==> src/rtl/if_stage.sv <==
// Instruction fetch stage: req/ready memory port, one-entry skid buffer, redirect drain.
// Optional IF_ALIGN_CHECK_EN: misaligned redirect pulses fetch_err and vectors to EXC_VECTOR.
module if_stage #(
    parameter logic [31:0] RESET_PC   = 32'h0000_3000,
    parameter logic [31:0] EXC_VECTOR = 32'h0000_4180
) (
    input  logic        clk,
    input  logic        reset,
    input  logic        hold,
    input  logic        redirect,
    input  logic [31:0] redirect_pc,
    output logic        imem_req,
    output logic [31:0] imem_addr,
    input  logic [31:0] imem_rdata,
    input  logic        imem_ready,
    output logic [31:0] insout,
    output logic [31:0] nPCout,
    output logic        if_valid,
    output logic        fetch_err
);

    typedef enum logic [1:0] {
        FETCH,
        BUF,
        DRAIN
    } state_t;

    state_t      state;
    state_t      state_d;
    logic [31:0] pc;
    logic [31:0] pc_d;
    logic [31:0] out_addr;
    logic [31:0] out_addr_d;
    logic [31:0] buf_ins;
    logic [31:0] buf_ins_d;
    logic [31:0] buf_pc;
    logic [31:0] buf_pc_d;
    logic [31:0] ins_d;
    logic [31:0] npc_d;
    logic        valid_d;
    logic [31:0] target;
    logic        done;
    logic        go_redir;
    logic        go_drain;
    logic        go_buf;

    assign imem_req  = !reset && (state != BUF);
    assign imem_addr = (state == DRAIN) ? out_addr : pc;
    assign done      = imem_req && imem_ready;

`ifdef IF_ALIGN_CHECK_EN
    logic misal;

    assign misal  = redirect_pc[1:0] != 2'b00;
    assign target = misal ? EXC_VECTOR : (redirect_pc & 32'hFFFF_FFFC);

    always_ff @(posedge clk or posedge reset) begin
        if (reset) begin
            fetch_err <= 1'b0;
        end else begin
            fetch_err <= redirect && misal;
        end
    end
`else
    assign target    = redirect_pc & 32'hFFFF_FFFC;
    assign fetch_err = 1'b0;
`endif

    assign go_redir = redirect;
    assign go_drain = !redirect && (state == DRAIN);
    assign go_buf   = !redirect && (state == BUF);

    always_comb begin
        state_d    = state;
        pc_d       = pc;
        out_addr_d = out_addr;
        buf_ins_d  = buf_ins;
        buf_pc_d   = buf_pc;
        ins_d      = insout;
        npc_d      = nPCout;
        valid_d    = if_valid;
        unique case (1'b1)
            go_redir: begin
                ins_d   = 32'h0;
                valid_d = 1'b0;
                pc_d    = target;
                state_d = FETCH;
                // A request still in flight must finish before a new one starts
                if ((state == FETCH) && !done) begin
                    state_d    = DRAIN;
                    out_addr_d = pc;
                end else if ((state == DRAIN) && !done) begin
                    state_d = DRAIN;
                end
            end
            go_drain: begin
                if (!hold) begin
                    ins_d   = 32'h0;
                    valid_d = 1'b0;
                end
                if (done) begin
                    state_d = FETCH;
                end
            end
            go_buf: begin
                if (!hold) begin
                    ins_d   = buf_ins;
                    npc_d   = buf_pc + 32'd4;
                    valid_d = 1'b1;
                    state_d = FETCH;
                end
            end
            default: begin
                if (done && hold) begin
                    buf_ins_d = imem_rdata;
                    buf_pc_d  = pc;
                    pc_d      = pc + 32'd4;
                    state_d   = BUF;
                end else if (done) begin
                    ins_d   = imem_rdata;
                    npc_d   = pc + 32'd4;
                    valid_d = 1'b1;
                    pc_d    = pc + 32'd4;
                end else if (!hold) begin
                    ins_d   = 32'h0;
                    valid_d = 1'b0;
                end
            end
        endcase
    end

    always_ff @(posedge clk or posedge reset) begin
        if (reset) begin
            state    <= FETCH;
            pc       <= RESET_PC;
            out_addr <= 32'h0;
            buf_ins  <= 32'h0;
            buf_pc   <= 32'h0;
            insout   <= 32'h0;
            nPCout   <= 32'h0;
            if_valid <= 1'b0;
        end else begin
            state    <= state_d;
            pc       <= pc_d;
            out_addr <= out_addr_d;
            buf_ins  <= buf_ins_d;
            buf_pc   <= buf_pc_d;
            insout   <= ins_d;
            nPCout   <= npc_d;
            if_valid <= valid_d;
        end
    end

endmodule

==> config.mk <==
export PLATFORM = sky130hd
export DESIGN_NAME = if_stage
export DESIGN_NICKNAME = d
export VERILOG_FILES = /design/src/rtl/if_stage.sv
export SDC_FILE = /design/constraint.sdc
export NUM_CORES = 1
export LEC_CHECK = 0
export BUFFER_PORTS_ARGS = -buffer_cell sky130_fd_sc_hd__buf_2
export CORE_ASPECT_RATIO = 0.8
export CORE_MARGIN = 5
export CORE_UTILIZATION = 57
export DETAILED_ROUTE_END_ITERATION = 8
export HOLD_SLACK_MARGIN = 0.08
export PLACE_DENSITY = 0.81
export RECOVER_POWER = 25
export SYNTH_ARGS = -nofsm -noshare
export SYNTH_HDL_FRONTEND = slang
export SYNTH_SLANG_ARGS = --single-unit
export TNS_END_PERCENT = 30
==> constraint.sdc <==
create_clock -name clk -period 7.62 [get_ports clk]
set_clock_uncertainty 0.05 [all_clocks]
set_input_delay 1.524 -clock clk [delete_from_list [all_inputs] [get_ports clk]]
set_output_delay 1.524 -clock clk [all_outputs]
set_load 0.05 [all_outputs]
==> flow_summary.json, run 1 <==
{
  "die_area_mm2": 0.0205,
  "endpoint_kind": "flop",
  "stdcell_count": 1392,
  "yosysSeqAreaShare_pct": 46.4,
  "cpMostUsedCell": "buf_4",
  "post_cts_buffers": 0,
  "die_w_um": 159,
  "relSlewSlack_pct": 19.0,
  "dp.cells": 1358,
  "drv_slew": 0,
  "drive_gt1_share_pct": 27.0,
  "layout_commonest_cell": "dfrtp_1",
  "post-dp-hpwl_mm": 18.6,
  "yosys_warnings": 0,
  "cts_buffers": 17,
  "drt_iter0_drc": 830,
  "cp_data_required_time_ps": 7890,
  "antenna_found_initial": 2,
  "ant_nets": 0,
  "cts_hold_buf": 0,
  "core_area_mm2": 0.0174,
  "post-route-util_pct": 66.0,
  "switching_share_pct": 38.7,
  "path_cells": "buf_2, buf_4, nor2b_1, nand2_1, nor3_4, buf_4, a21oi_1, buf_4, a32o_1",
  "setup-tns-final_ps": 0,
  "placed_area_mm2": 0.0109,
  "synth-async-reset-ratio_pct": 100,
  "worst_hold_slack_ps": 425,
  "fmax_mhz": 216,
  "powerDensity_mw_per_mm2": 281,
  "grt_pass1_vias": 8084,
  "fillCellCount": 1408,
  "grt_max_degree": 114,
  "finalWirelength_mm": 27.3,
  "r2r_setup_slack_ps": 4100,
  "vias_per_cell": 6.23,
  "leakage_nw": 5.16,
  "setup_ws_ps": 3000,
  "clock_path_buffers": 2,
  "start_util_pct": 58.0,
  "seq_power_share_pct": 44.1,
  "post-route-period-util_pct": 60.7,
  "power.total_mw": 3.22,
  "avgSynthCellArea_um2": 9.64,
  "area_growth_pct": 13.7,
  "wl_per_cell_um": 19.6,
  "firstDrtPassIters": 5,
  "cap_violations": 0,
  "clock_sinks": 187,
  "overflow": 0,
  "period_needed_ps": 4620,
  "synthCells": 1046,
  "internal_power_mw": 1.97,
  "crit_path_start_kind": "input port",
  "cp_max_fo": 80,
  "critPathKind": "in -> reg",
  "portBuffers": 160,
  "fin_area_mm2": 0.0115,
  "io_pins": 168,
  "p_clk_share_pct": 26.5,
  "htree_levels": 4,
  "finalSetupViolations": 0,
  "status": "finished, final reports clean",
  "final-hold-violation-count": 0,
  "dp_slack_ps": 2600,
  "cts-root-buf": "clkbuf_16",
  "synth_flop_cell": "dfrtp_1",
  "synth.distinct_cells": 60,
  "crit_family": "simple AND/OR/NAND/NOR gates",
  "mostFrequentLayoutCells": "dfrtp_1 (185), nand2_1 (182), buf_2 (157)",
  "rows": 43,
  "hold_path.class": "reg -> reg",
  "drcViolationCount": 0,
  "num_vias": 8674,
  "critPathMaxStageDelay_ps": 700,
  "peakVddDrop_v": 0.000190,
  "syn-cell-area_mm2": 0.0101,
  "gp_congestion": 0.863,
  "grt_use_total_pct": 26.6,
  "grt_pass1_wl_mm": 44.2,
  "worst_pin_slew_ps": 1200,
  "cts_tree": "done",
  "die_h_um": 129,
  "p_switching_mw": 1.25,
  "cts_resized": 0,
  "pwr-share-comb_pct": 29.3,
  "rsz0062_at_grt": "no",
  "path_clk_slew_ps": 70,
  "crit_buf_inv": 4,
  "ys_seq_elements": 187,
  "clock_latency_ps": 430,
  "final_nets": 1223,
  "slowest_stage": "nor2b_1",
  "synth-edff-count": 0,
  "worstPathArrival_ps": 4890
}
-- area by class of cell --
cell class | instances | area [um^2] | share of cell area (%)
multi-input combinational | 755 | 4950 | 43.2
sequential | 187 | 4680 | 40.8
timing repair buffer | 178 | 932 | 8.13
clock buffer | 17 | 425 | 3.71
tap | 225 | 282 | 2.45
clock inverter | 15 | 139 | 1.21
inverter | 13 | 53.8 | 0.469
antenna | 2 | 5.00 | 0.0436
-- kinds of logic (layout without fill, tap and decap cells) --
family                   Yosys count  count (layout)  share of synthesized area (%)
flip-flops                       187             187                           46.4
other                              1               7                         0.0372
AO/OA/AOI/OAI                    268             268                           17.5
adder cells (fa/ha/maj)            2               2                          0.248
XOR/XNOR                          48              48                           4.17
multiplexers                      96              96                           10.6
buffers and inverters            108             223                           4.84
AND/OR/NAND/NOR                  336             336                           16.1
-- worst paths after layout --
check,from,to,cells after the start
hold / removal,nPCout[13],nPCout[13],2
hold reg to reg,nPCout[13],nPCout[13],2
min in group asynchronous,reset,buf_ins[30],2
setup / recovery,hold,insout[19],9
setup reg to reg,state[0],nPCout[24],6
max in group asynchronous,reset,nPCout[11],3
-- power groups by stage --
stage | Combinational (mW) | Clock (mW) | Sequential [mW]
finish | 0.945 | 0.856 | 1.42
global route | 1.02 | 0.915 | 1.45
CTS | 0.949 | 0.863 | 1.42
detailed placement | 0.944 | 0 | 1.43
global placement | 0.927 | 0 | 1.41
floorplan | 0.552 | 0 | 1.57
-- registers in the layout, indices dropped and copies added (netlist names) --
signal and count:
pc 30, buf_ins 32, out_addr 30, insout 32, state 2, nPCout 30, buf_pc 30, if_valid 1
-- tightest hold or removal path: stages, from the launching register on --
cell and delay, ps:
dfrtp_1 340, nand2_1 50, o21ai_0 60
-- synthesized netlist by cell type, types with 6 or more instances --
| cell | count | area share, % |
|---|---|---|
| a32o_1 | 24 | 2.4 |
| nor3_1 | 17 | 0.84 |
| nand3_1 | 30 | 1.5 |
| nand4_1 | 13 | 0.81 |
| and4_1 | 8 | 0.69 |
| buf_1 | 6 | 0.22 |
| buf_4 | 9 | 0.67 |
| mux2i_1 | 8 | 0.79 |
| a21o_1 | 7 | 0.52 |
| mux2_2 | 88 | 9.8 |
| o221ai_1 | 9 | 0.78 |
| dfrtp_1 | 185 | 46 |
| a31oi_1 | 8 | 0.50 |
| xor2_1 | 34 | 3.0 |
| a221o_1 | 8 | 0.79 |
| a21oi_1 | 67 | 3.3 |
| a22oi_1 | 13 | 0.97 |
| buf_2 | 33 | 1.6 |
| o311ai_0 | 8 | 0.69 |
| nor4_1 | 7 | 0.43 |
| clkbuf_1 | 46 | 1.7 |
| nor2_1 | 34 | 1.3 |
| nand2_1 | 182 | 6.8 |
| o21ai_0 | 78 | 3.9 |
| xnor2_1 | 14 | 1.2 |
| a32oi_1 | 25 | 2.2 |
| nand2b_1 | 6 | 0.37 |
| inv_1 | 13 | 0.48 |
-- layer usage --
layer	vias to the layer above	track usage, %	share of wire [%]
li1	4021	-	-
met1	4147	41.1	47
met2	462	37.0	42
met3	44	7.40	9.5
met4	0	6.17	1.3
met5	-	0	0
(Power assumes the default switching activity.)
==> run 2: changes to the inputs <==
==> constraint.sdc (replaced) <==
create_clock -name clk -period 4.27 [get_ports clk]
set_clock_uncertainty 0.05 [all_clocks]
set_input_delay 0.854 -clock clk [delete_from_list [all_inputs] [get_ports clk]]
set_output_delay 0.854 -clock clk [all_outputs]
set_load 0.05 [all_outputs]
==> flow_summary.json, run 2 (same netlist as run 1, synthesis figures left out) <==
{
  "drive_gt1_share_pct": 27.5,
  "grt_pass1_wl_mm": 44.3,
  "fin_area_mm2": 0.0116,
  "cts_resized": 0,
  "core_area_mm2": 0.0174,
  "cts_tree": "done",
  "p_clk_share_pct": 27.6,
  "antenna_found_initial": 1,
  "area_growth_pct": 14.8,
  "fmax_mhz": 316,
  "leakage_nw": 5.22,
  "drt_iter0_drc": 915,
  "period_needed_ps": 3170,
  "hold_path.class": "reg -> reg",
  "p_switching_mw": 2.23,
  "relSlewSlack_pct": -23.0,
  "clock_latency_ps": 440,
  "status": "complete, but fails checks",
  "post_cts_buffers": 0,
  "grt_pass1_vias": 8033,
  "cap_violations": 1,
  "firstDrtPassIters": 6,
  "crit_path_start_kind": "flop",
  "powerDensity_mw_per_mm2": 506,
  "power.total_mw": 5.85,
  "peakVddDrop_v": 0.000314,
  "gp_congestion": 0.862,
  "io_pins": 168,
  "diodes": 0,
  "cpMostUsedCell": "nand2_1",
  "r2r_setup_slack_ps": 1290,
  "drv_slew": 38,
  "critPathKind": "reg -> out",
  "switching_share_pct": 38.0,
  "cts_buffers": 17,
  "finalSetupViolations": 0,
  "stdcell_count": 1398,
  "die_h_um": 129,
  "wl_per_cell_um": 19.7,
  "post-route-period-util_pct": 74.1,
  "mostFrequentLayoutCells": "dfrtp_1 (185), nand2_1 (182), buf_2 (159)",
  "seq_power_share_pct": 43.4,
  "dp.cells": 1366,
  "final-hold-violation-count": 0,
  "ant_nets": 0,
  "cp_data_required_time_ps": 3370,
  "worst_hold_slack_ps": 422,
  "start_util_pct": 58.0,
  "setup-tns-final_ps": 0,
  "drcViolationCount": 0,
  "path_clk_slew_ps": 70,
  "worstPathArrival_ps": 2260,
  "critPathMaxStageDelay_ps": 810,
  "overflow": 0,
  "path_cells": "nand2b_1, nand2_1, nand2_1, buf_2",
  "grt_use_total_pct": 26.6,
  "pwr-share-comb_pct": 29.0,
  "largestRegisters": "buf_ins x32, insout x32",
  "portBuffers": 160,
  "vias_per_cell": 6.31,
  "rsz0062_at_grt": "no",
  "rows": 43,
  "post-dp-hpwl_mm": 18.7,
  "die_area_mm2": 0.0205,
  "internal_power_mw": 3.63,
  "htree_levels": 4,
  "violations": "max-capacitance violations, max-slew violations",
  "layout_commonest_cell": "dfrtp_1",
  "final_nets": 1231,
  "num_vias": 8823,
  "r2r_cells": 6,
  "cts_hold_buf": 0,
  "clock_sinks": 187,
  "grt_max_degree": 83,
  "clock_path_buffers": 2,
  "cp_max_fo": 26,
  "worst_pin_slew_ps": 1840,
  "slowest_stage": "nand2b_1",
  "cts-root-buf": "clkbuf_16",
  "die_w_um": 159,
  "hold_depth": 2,
  "placed_area_mm2": 0.0110,
  "endpoint_kind": "output pin",
  "finalWirelength_mm": 27.5
}
## run 2: cell types whose count changed in the layout (fill, tap and decap cells not counted), sizes merged
cell | before | now
buf | 175 | 185
clkinv | 7 | 2
clkbuf | 20 | 23
diode | 2 | 0
bufinv | 1 | 2
inv | 18 | 17
## run 2: final timing paths
check	start	end
setup / recovery	state[0]	imem_addr[16]
hold / removal	insout[23]	insout[23]
hold reg to reg	insout[23]	insout[23]
max in group asynchronous	reset	buf_ins[15]
min in group asynchronous	reset	out_addr[6]
setup reg to reg	state[0]	nPCout[21]
## run 2: final cells by class
cell class                 instances  area (um^2)
clock buffer                      22          464
clock inverter                    10          129
fill                            1354         5800
inverter                          13         50.0
multi-input combinational        755         4950
sequential                       187         4680
tap                              225          282
timing repair buffer             186         1020
## run 2: power by group through the flow
stage          Clock, mW  Combinational [mW]  Sequential [mW]
2_1_floorplan          0               0.985             2.80
6_report            1.61                1.70             2.54
3_5_place_dp           0                1.69             2.55
5_1_grt             1.70                1.83             2.59
4_1_cts             1.62                1.71             2.52
3_3_place_gp           0                1.67             2.52
## run 2: metal layers
| layer | global-route usage (%) | wire [um] | vias up |
|---|---|---|---|
| met5 | 0 | 13 | - |
| met4 | 6.27 | 446 | 2 |
| met3 | 7.59 | 2650 | 38 |
| met2 | 37.2 | 11800 | 421 |
| met1 | 40.9 | 12600 | 4323 |
| li1 | - | - | 4039 |
## run 2: per-stage QoR
step / util [%] / worst slack, ps
2_1_floorplan: - / 961
3_3_place_gp: 63.2 / 1220
3_5_place_dp: 63.2 / 1200
4_1_cts: 66.6 / 1110
5_1_grt: 66.6 / 904
6_report: 66.6 / 1100
## run 2: worst max-delay path: cells and delay by family, from the launching register on
family,cells,cell delay [ps]
simple gates,3,1080
buf+inv,1,270
flops,1,470
